[src/rtl/sram_arbiter_pkg.sv]
`default_nettype none
// ============================================================================
//  Module      : sram_arbiter_pkg
//  Description : Shared definitions for the two-port SRAM arbiter.
//                - Default SRAM address and data widths.
//                - Arbiter FSM state encoding.
//  Revision    : 1.0 - initial release
// ============================================================================
package sram_arbiter_pkg;

    localparam int AW_DEFAULT = 16;
    localparam int DW_DEFAULT = 32;

    // IDLE : both ports compete, round-robin on conflict
    // OWN0 : port 0 holds the SRAM (locked read-modify-write in progress)
    // OWN1 : port 1 holds the SRAM
    typedef enum logic [1:0] {
        ST_IDLE = 2'd0,
        ST_OWN0 = 2'd1,
        ST_OWN1 = 2'd2
    } arb_state_t;

endpackage : sram_arbiter_pkg
`default_nettype wire

[src/rtl/sram_rr_pick.sv]
`default_nettype none
// ============================================================================
//  Module      : sram_rr_pick
//  Description : Two-way round-robin selector. Pure combinational.
//  Ports       : req0_i, req1_i - request pair
//                ptr_i          - priority pointer (0: port 0 wins a tie)
//                gnt_o[1:0]     - one-hot grant (bit N = port N), 0 if idle
//  Revision    : 1.0 - initial release
// ============================================================================
module sram_rr_pick (
    input  logic       req0_i,
    input  logic       req1_i,
    input  logic       ptr_i,
    output logic [1:0] gnt_o
);

    always_comb begin
        gnt_o = 2'b00;
        if (req0_i && req1_i) begin
            gnt_o = ptr_i ? 2'b10 : 2'b01;
        end else if (req0_i) begin
            gnt_o = 2'b01;
        end else if (req1_i) begin
            gnt_o = 2'b10;
        end
    end

endmodule : sram_rr_pick
`default_nettype wire

[src/rtl/sram_arbiter.sv]
`default_nettype none
// ============================================================================
//  Module      : sram_arbiter
//  Description : Arbitrates two requesters onto one synchronous single-port
//                SRAM. One access per cycle, round-robin on conflict, and a
//                lock input that lets a port keep ownership across a
//                read-modify-write sequence.
//  Ports       : clk, reset_n (async assert, active-low)
//                reqN/weN/lockN/addrN/wdataN - requester N command
//                gntN    - combinational grant, access issued this cycle
//                rvalidN - registered, one cycle after a read grant to N
//                rdata   - sram_DO passed straight through
//                sram_*  - SRAM port (SRAM instantiated outside)
//  Revision    : 1.0 - initial release
// ============================================================================
module sram_arbiter
    import sram_arbiter_pkg::*;
#(
    parameter int AW = AW_DEFAULT,
    parameter int DW = DW_DEFAULT
) (
    input  logic          clk,
    input  logic          reset_n,
    input  logic          req0,
    input  logic          req1,
    input  logic          we0,
    input  logic          we1,
    input  logic          lock0,
    input  logic          lock1,
    input  logic [AW-1:0] addr0,
    input  logic [AW-1:0] addr1,
    input  logic [DW-1:0] wdata0,
    input  logic [DW-1:0] wdata1,
    output logic          gnt0,
    output logic          gnt1,
    output logic          rvalid0,
    output logic          rvalid1,
    output logic [DW-1:0] rdata,
    output logic [AW-1:0] sram_ADDR,
    output logic [DW-1:0] sram_DI,
    output logic          sram_EN,
    output logic          sram_WE,
    input  logic [DW-1:0] sram_DO
);

    arb_state_t    state_q, state_d;
    logic          ptr_q, ptr_d;
    logic          rvalid0_q, rvalid0_d;
    logic          rvalid1_q, rvalid1_d;
    logic [AW-1:0] addr_q;
    logic [DW-1:0] di_q;
    logic [1:0]    w_pick;

    sram_rr_pick u_pick (
        .req0_i (req0),
        .req1_i (req1),
        .ptr_i  (ptr_q),
        .gnt_o  (w_pick)
    );

    // ------------------------------------------------------------------
    // Grant, next state, pointer and rvalid pipeline
    // ------------------------------------------------------------------
    always_comb begin
        gnt0      = 1'b0;
        gnt1      = 1'b0;
        state_d   = state_q;
        ptr_d     = ptr_q;

        case (state_q)
            ST_IDLE: begin
                gnt0 = w_pick[0];
                gnt1 = w_pick[1];
            end
            ST_OWN0: gnt0 = req0;
            ST_OWN1: gnt1 = req1;
            default: ;
        endcase

        // Grants are gated by the raw reset so nothing reaches the SRAM
        // while reset is held, independent of the clock.
        gnt0 = gnt0 & reset_n;
        gnt1 = gnt1 & reset_n;

        if (gnt0) begin
            state_d = lock0 ? ST_OWN0 : ST_IDLE;
            ptr_d   = 1'b1;
        end else if (gnt1) begin
            state_d = lock1 ? ST_OWN1 : ST_IDLE;
            ptr_d   = 1'b0;
        end else if (state_q == ST_OWN0 && !lock0 && !req0) begin
            // Owner walked away without a final access: release ownership.
            state_d = ST_IDLE;
        end else if (state_q == ST_OWN1 && !lock1 && !req1) begin
            state_d = ST_IDLE;
        end

        rvalid0_d = gnt0 & ~we0;
        rvalid1_d = gnt1 & ~we1;
    end

    // ------------------------------------------------------------------
    // SRAM port mux; address/data hold their last driven value when idle
    // ------------------------------------------------------------------
    always_comb begin
        sram_ADDR = addr_q;
        sram_DI   = di_q;
        sram_WE   = 1'b0;
        if (gnt0) begin
            sram_ADDR = addr0;
            sram_DI   = wdata0;
            sram_WE   = we0;
        end else if (gnt1) begin
            sram_ADDR = addr1;
            sram_DI   = wdata1;
            sram_WE   = we1;
        end
    end

    assign sram_EN = gnt0 | gnt1;
    assign rdata   = sram_DO;
    assign rvalid0 = rvalid0_q;
    assign rvalid1 = rvalid1_q;

    always_ff @(posedge clk or negedge reset_n) begin
        if (!reset_n) begin
            state_q   <= ST_IDLE;
            ptr_q     <= 1'b0;
            rvalid0_q <= 1'b0;
            rvalid1_q <= 1'b0;
            addr_q    <= '0;
            di_q      <= '0;
        end else begin
            state_q   <= state_d;
            ptr_q     <= ptr_d;
            rvalid0_q <= rvalid0_d;
            rvalid1_q <= rvalid1_d;
            addr_q    <= sram_ADDR;
            di_q      <= sram_DI;
        end
    end

endmodule : sram_arbiter
`default_nettype wire

[config.mk]
export PLATFORM = sky130hd
export DESIGN_NAME = sram_arbiter
export DESIGN_NICKNAME = d
export VERILOG_FILES = /design/src/rtl/sram_arbiter_pkg.sv /design/src/rtl/sram_rr_pick.sv /design/src/rtl/sram_arbiter.sv
export SDC_FILE = /design/constraint.sdc
export NUM_CORES = 1
export LEC_CHECK = 0
export ABC_AREA = 1
export BUFFER_PORTS_ARGS = -buffer_cell sky130_fd_sc_hd__buf_2
export CAP_MARGIN = 15
export CORE_MARGIN = 4
export CORE_UTILIZATION = 40
export DETAILED_ROUTE_END_ITERATION = 10
export PLACE_DENSITY = 0.84
export SKIP_LAST_GASP = 1
export SYNTH_ARGS = -nofsm -noshare
export SYNTH_HDL_FRONTEND = slang
export SYNTH_SLANG_ARGS = --single-unit
[constraint.sdc]
create_clock -name clk -period 1.4 [get_ports clk]
set_input_delay 0.07 -clock clk [delete_from_list [all_inputs] [get_ports clk]]
set_output_delay 0.07 -clock clk [all_outputs]
set_load 0.05 [all_outputs]
* Yosys cells after proc, flatten, opt, wreduce, memory -nomap -nowiden
Index checks and enable logic that the tools add are counted.
Word-level totals: register bits after elaboration 53, input port bits 136, output and inout port bits 86
Operators by class: equality and inequality tests 2, mux-type cells 20, bitwise operators 7, reduce and logical (&&, ||, !) cells 12
Operator list (count):
- 32-bit 2-to-1 mux | 2
- 16-bit 2-to-1 mux | 2
- 2-bit 2-to-1 mux | 9
- 1-bit logical AND | 5
- 1-bit 2-to-1 mux | 5
- 1-bit AND | 4
- 1-bit zero test | 4
- 1-bit case mux with 2 select lines | 2
- 4-bit nonzero test | 1
- 2-bit by 1-bit equality test with 1-bit output, second input constant | 1
- 2-bit equality test, second input constant | 1
- 2-bit zero test | 1
- 1-bit inverter | 2
- 2-bit nonzero test | 1
- 1-bit OR | 1

* Depth between registers and ports, before layout
Gate-level depths: netlist of the first run.
word-level depth 7, mapped depth 9

* By module
A second synthesis of the first run with hierarchy kept.
Second synthesis, totals: cells, all modules 443, area, all modules 3475.8 µm²
Modules (own cells, without submodules):
- sram_arbiter | instances 1, cells an instance 438, area each 3454.6 µm²
- sram_rr_pick | instances 1, cells an instance 5, area each 21.3 µm²

* Worst setup path before layout of the first run
No wires, ideal clock.
path kind reg2reg, start point register state_q[1], end point register addr_q[0], setup time 0.263 ns, data arrival time 1.577 ns, data required time 1.137 ns, path slack -0.440 ns, cell stages (with the launch flop) 10, buffers on the path 1, period minus slack after synthesis 1.840 ns, cell sequence dfrtp_1 -> inv_2 -> nand2_2 -> nor2_8 -> nand2_4 -> nand2_2 -> inv_2 -> buf_4 -> nand2_1 -> nand2_1
On the way: cells in the longest elaborated chain, start to end 5, elaborated cells between the ends (all ways) 9, classes of those cells 2 x eq/ne; 4 x mux; 2 x bitwise; 1 x reduce/logical
Ends and longest elaborated chain:
- start: declaration | line sram_arbiter.sv:46 | arb_state_t state_q, state_d;
- start signal: assignment | line sram_arbiter.sv:134 | state_q <= state_d;
- 2-bit equality test / 2-bit zero test (equally long branches) | line sram_arbiter.sv:70 | case (state_q)
- 1-bit case mux with 2 select lines | line sram_arbiter.sv:70
- 1-bit AND | line sram_arbiter.sv:83 | gnt1 = gnt1 & reset_n;
- 16-bit 2-to-1 mux | line sram_arbiter.sv:113 | end else if (gnt1) begin
- 16-bit 2-to-1 mux (*) | line sram_arbiter.sv:109 | if (gnt0) begin
- net sram_ADDR[0] | line sram_arbiter.sv:39 | output logic [AW-1:0] sram_ADDR,
- end signal: assignment | line sram_arbiter.sv:138 | addr_q <= sram_ADDR;
- end: declaration | line sram_arbiter.sv:50 | logic [AW-1:0] addr_q;
Mark *: on every way through the listed nets, which the timed path passes. The rest lies on a longest branch. A chain may end at the register's enable or synchronous reset.

* Final worst setup path of the first run
start point register state_q[0], end point output port sram_DI[28]
On the way: cells in the longest elaborated chain, start to end 5, elaborated cells between the ends (all ways) 9, classes of those cells 2 x eq/ne; 4 x mux; 2 x bitwise; 1 x reduce/logical
Ends and longest elaborated chain:
- 2-bit equality test / 2-bit zero test (equally long branches) | line sram_arbiter.sv:70
- 1-bit case mux with 2 select lines | line sram_arbiter.sv:70
- 1-bit AND | line sram_arbiter.sv:83
- 32-bit 2-to-1 mux | line sram_arbiter.sv:113
- 32-bit 2-to-1 mux (*) | line sram_arbiter.sv:109
- end: declaration | line sram_arbiter.sv:40 | output logic [DW-1:0] sram_DI,
Every way passes the cells marked *; elsewhere a longest branch is shown, timed or not.

==> impl_metrics.yaml, run 1 <==
synthesis:
  synth_cells: 383
  syn_area_um2: 2910
  yosysTopAreaCell: "dfrtp_1"
  synth-seq-cells: 53
  synth_cell_types: 18
  netlist.area_leader.share_pct: 45.6
  syn_nets: 519
  synth.area.top_cells: "dfrtp_1, nand2_1, nand3_1, buf_4, inv_1"
  yosys_warnings: 0
  synth_seq_area_share_pct: 45.6
  avgSynthCellArea_um2: 7.60
cts:
  clock_path_buffers: 2
  ctsRootBufferMaster: "clkbuf_8"
  cts_tree: "done"
  cts_buffers: 5
  clkTransAtPathRegs_ns: 0.10
  htreeDepth: 2
  clock_latency_ns: 0.31
  cts.sinks: 53
sta:
  slew_viol_final: 0
  setup_viol: 99
  finalCritPeriodShare_pct: 136
  worst_slack_ns: -0.504
  tns_ns: -25.96
  hold_violations: 0
  grt_setup_unrepaired: "yes"
  period_needed_ns: 1.90
  skew_ns: 0.0122
  fmaxAchievable_ghz: 0.525
  worstMarginPinSlew_ns: 0.697
  max-slew-margin-rel_pct: 53.5
route:
  first_pass_iters: 4
  drt-initial-drc-count: 146
  via_per_inst: 5.19
  ant_nets: 0
  vias: 3363
  route.detailed.drc: 0
  wl_um: 12600
  wl_per_cell_um: 19.5
placed_design:
  placed_cells: 623
  io_buffer_count: 157
  gp_congestion: 0.755
  dp_hpwl_um: 6890
  placed_area_um2: 4510
cells_and_area:
  finalNonFillerCells: 648
  synthToLayoutAreaGrowth_pct: 98.8
  num-nets-final: 687
  diodes: 0
  drive_above_1_share_pct: 64.9
  final_area_um2: 5780
  finish.utilization_pct: 83.3
hold_path:
  worstHoldPathType: "input port to register"
  hp-start: "wdata1[25]"
setup_path:
  critPathLaunchType: "register"
  path_max_fanout: 8
  path_class: "register to output pin"
  required_ns: 1.33
  rr_startpoint: "state_q[0]$_DFFE_PN0P_"
  cp.arrival_ns: 1.83
  critPathLaunch: "state_q[0]$_DFFE_PN0P_"
  critPathCaptureType: "output pin"
floorplanning:
  start_util_pct: 41.9
  die_y_um: 93.3
  placeableCoreArea_um2: 6940
  row_count: 30
  die-area_um2: 8700
  dieWidth_um: 93.3
  num_io_pins: 222
power:
  p_per_area_nw_per_um2: 2370
  ir_drop_v: 0.00186
  finalPower_uw: 13700
  p_leak_uw: 0.00293
flow_run:
  max_cap_violations: 0
grt:
  grt_usage_pct: 25.8
  antenna_found_initial: 0
  grt_max_degree: 54
  grt_first_pass_wirelength_um: 17400
  grt_pass1_vias: 3533
  grt_overflow: 0
outcome:
  status: "finished, violations left"
  violations: "setup timing"
-- cell usage in the layout, fill, tap and decap left out, types with 19 or more instances in the layout --
master	synthesis	routed
inv_1	56	38
buf_8	0	51
inv_2	5	21
nand2_1	106	48
buf_2	11	105
nand3_1	72	42
dfrtp_1	53	53
nand3_4	0	27
buf_4	36	23
nand2_4	1	36
o21ai_2	0	19
-- cell type report --
cell class / instances / area (µm²)
clock buffer: 7 / 86.3
clock inverter: 1 / 30.0
fill: 326 / 1160
inverter: 61 / 241
multi-input combinational: 219 / 2040
sequential: 53 / 1330
tap: 96 / 120
timing repair buffer: 211 / 1940
-- logic make-up after synthesis --
kind of cell	after synthesis	synth area share, %
buf+inv	111	20.2
flops	53	45.6
compound gates	27	4.77
simple gates	192	29.4
-- stage by stage --
step / hold WS (ns) / setup WS, ns
floorplan: -0.226 / -0.0682
global placement: 0.140 / -0.170
detailed placement: 0.140 / -0.224
CTS: 0.0279 / -0.441
global route: 0.0192 / -0.587
finish: 0.0238 / -0.504
-- power breakdown --
part	total, µW	switching [µW]	leakage (µW)	internal (µW)
Clock	1110	530	0.0000585	584
Combinational	9810	5650	0.00221	4150
Sequential	2790	541	0.000654	2250
Total	13700	6720	0.00293	6990
-- sequential cells by signal (all words and copies together), names as in the netlist --
name     flops
ptr_q        1
di_q        32
rvalid1      1
rvalid0      1
state_q      2
addr_q      16
-- synth_stat cells, drive strengths merged --
cell   count
nand3     73
a21oi      1
nor2       7
dfrtp     53
buf       50
o21ai     26
nand4      2
inv       61
nand2    110
-- per-layer routing --
metal	wire length (µm)	global-route usage [%]	vias up
met4	498	8.91	0
met5	0	0	-
met2	6690	49.7	205
met3	1090	8.13	50
met1	4330	25.5	1619
li1	-	-	1489
-- critical path: stages, from the launching register on --
cell	delay, ns
dfrtp_1	0.40
inv_2	0.10
nand2_2	0.07
nor2_4	0.15
nand2_8	0.15
buf_12	0.18
o21ai_1	0.18
inv_2	0.09
nand2_8	0.07
buf_8	0.14
-- final timing paths --
check | end | slack [ns] | depth (start not counted)
min reg2reg | di_q[1]$_DFF_PN0_ | 0.54 | 2
min in group asynchronous | di_q[8]$_DFF_PN0_ | 0.48 | 3
max | sram_DI[28] | -0.50 | 9
min | di_q[25]$_DFF_PN0_ | 0.02 | 3
max reg2reg | di_q[3]$_DFF_PN0_ | -0.29 | 10
max in group asynchronous | state_q[1]$_DFFE_PN0P_ | 0.44 | 3
-- timing repair --
action | CTS | global route
hold buffers | 4 | 0
endpoints found under the setup margin | 68 | 102
cloned | 2 | 1
pin swaps | 6 | 7
setup buffers | 10 | 9
hold endpoints to repair | 56 | 0
resized for setup | 236 | 53
No activity file was read; power rests on OpenSTA's default activity.
==> inputs of run 2 (changes only) <==
- PLACE_DENSITY: 0.84 -> not set
- PLACE_DENSITY_LB_ADDON: not set -> 0.15
==> run 2 against run 1 <==
  * The run still ends with setup timing left
  * Worst hold slack worse by 0.019 ns
  * Clock skew is 0.0055 ns lower
  * Die area stayed put
  * Critical endpoint is now sram_DI[22]
==> impl_metrics.yaml, run 2 (same netlist as run 1, synthesis figures left out) <==
outcome:
  status: "finished, violations left"
  violations: "setup timing"
grt:
  grt_max_degree: 54
  grt_first_pass_wirelength_um: 16000
  grt_pass1_vias: 3356
  grt_overflow: 0
  grt_usage_pct: 23.0
  antenna_found_initial: 0
power:
  finalPower_uw: 14100
  ir_drop_v: 0.00162
  p_per_area_nw_per_um2: 2300
  p_leak_uw: 0.00314
floorplanning:
  placeableCoreArea_um2: 6940
  row_count: 30
  start_util_pct: 41.9
  dieWidth_um: 93.3
  num_io_pins: 222
  die_y_um: 93.3
  die-area_um2: 8700
route:
  wl_per_cell_um: 18.1
  vias: 3369
  wl_um: 12100
  ant_nets: 0
  first_pass_iters: 6
  drt-initial-drc-count: 83
  route.detailed.drc: 0
  via_per_inst: 5.06
cts:
  htreeDepth: 2
  cts_buffers: 5
  clkTransAtPathRegs_ns: 0.10
  cts.sinks: 53
  clock_path_buffers: 2
  cts_tree: "done"
  ctsRootBufferMaster: "clkbuf_8"
  clock_latency_ns: 0.31
placed_design:
  place_ws_ns: -0.202
  dp_hpwl_um: 6430
  gp_congestion: 0.764
  io_buffer_count: 157
cells_and_area:
  top_regs: "di_q: 32 flops, addr_q: 16 flops, state_q: 2 flops"
  num-nets-final: 705
  regMostFlops: "di_q"
  layout.cells.most_common_list: "buf_2, inv_1, dfrtp_1"
  diodes: 0
  largest_reg_flops: 32
  synthToLayoutAreaGrowth_pct: 110
  final_common_cell: "buf_2"
  drive_above_1_share_pct: 63.7
  seq_area_um2: 1330
  multi_input_area_um2: 2140
  nFillCells: 330
setup_path:
  critPathLaunchType: "register"
  required_ns: 1.33
  cp.arrival_ns: 1.86
  path_class: "register to output pin"
  critPathCaptureType: "output pin"
  path_max_fanout: 16
sta:
  slew_viol_final: 0
  worstMarginPinSlew_ns: 0.676
  hold_violations: 0
  fmaxAchievable_ghz: 0.518
  period_needed_ns: 1.93
  grt_setup_unrepaired: "yes"
  tns_ns: -27.62
  worst_slack_ns: -0.529
  setup_viol: 97
  finalCritPeriodShare_pct: 138
  max-slew-margin-rel_pct: 54.9
  skew_ns: 0.00669
hold_path:
  worstHoldPathType: "input port to register"
flow_run:
  max_cap_violations: 0
run 2: changes by cell type in the layout (fill, tap and decap cells not counted), moves of 8 or more:
cell and delta:
nand3_1 -14, o21ai_2 -19, o21ai_0 +9, buf_4 +8
buf_8 -12, o21ai_1 +15, nand3_2 +9, buf_6 +14
nand2_4 +13, inv_1 +18, inv_2 -19, nand2_1 -14
run 2: layer usage:
metal / global-route usage (%) / share of wire [%] / vias up
met3: 5.79 / 8.4 / 37
met2: 41.8 / 52 / 198
met1: 27.0 / 36 / 1604
li1: - / - / 1530
met4: 5.86 / 3.3 / 0
met5: 0 / 0 / -
run 2: critical path: stages (launching register included):
cell,delay (ns)
dfrtp_1,0.41
inv_2,0.07
nand2_2,0.06
nor2_4,0.16
nand2_8,0.12
buf_12,0.17
o21ai_0,0.18
inv_1,0.14
nand2_8,0.08
buf_8,0.14
run 2: path summary, 6_finish.rpt:
check	from	to	slack [ns]	cells past startpoint
min in group asynchronous	reset_n	di_q[28]$_DFF_PN0_	0.46	3
setup reg to reg	state_q[0]$_DFFE_PN0P_	di_q[2]$_DFF_PN0_	-0.34	11
hold / removal	wdata0[24]	di_q[24]$_DFF_PN0_	0.005	3
setup / recovery	state_q[0]$_DFFE_PN0P_	sram_DI[22]	-0.53	9
hold reg to reg	addr_q[12]$_DFF_PN0_	addr_q[12]$_DFF_PN0_	0.53	2
max in group asynchronous	reset_n	ptr_q$_DFFE_PN0P_	0.50	3
run 2: final cells by class:
type | count | share of cell area (%)
Clock inverter | 1 | 0.0818
Tap cell | 96 | 1.96
Sequential cell | 53 | 21.7
Timing Repair Buffer | 229 | 35.4
Multi-Input combinational cell | 219 | 35.1
Clock buffer | 7 | 1.58
Inverter | 61 | 4.19
run 2: power by group:
| part | internal, µW | switching, µW | leakage, µW |
|---|---|---|---|
| Sequential | 2250 | 598 | 0.000654 |
| Combinational | 4560 | 5690 | 0.00244 |
| Clock | 449 | 526 | 0.0000542 |
run 2: through the flow:
step / cell area [µm²] / std cells / util, % / hold WS, ns
after floorplan: 3630 / 383 / - / -0.226
after detailed placement: 4600 / 630 / 66.2 / 0.140
final: 6110 / 666 / 88.1 / 0.00453
after CTS: 5600 / 651 / 80.7 / 0.0242
after global placement: 4600 / 630 / 66.2 / 0.140
after global routing: 6110 / 666 / 88.1 / 0.0107
run 2: timing repair:
| item | CTS | global route |
|---|---|---|
| hold buffers | 4 | 0 |
| buffers inserted | 7 | 17 |
| gates cloned | 4 | 3 |
| pin swaps | 5 | 16 |
| endpoints found under the setup margin | 72 | 103 |
| endpoints found under the hold margin | 56 | 0 |
| gates resized for setup | 198 | 80 |
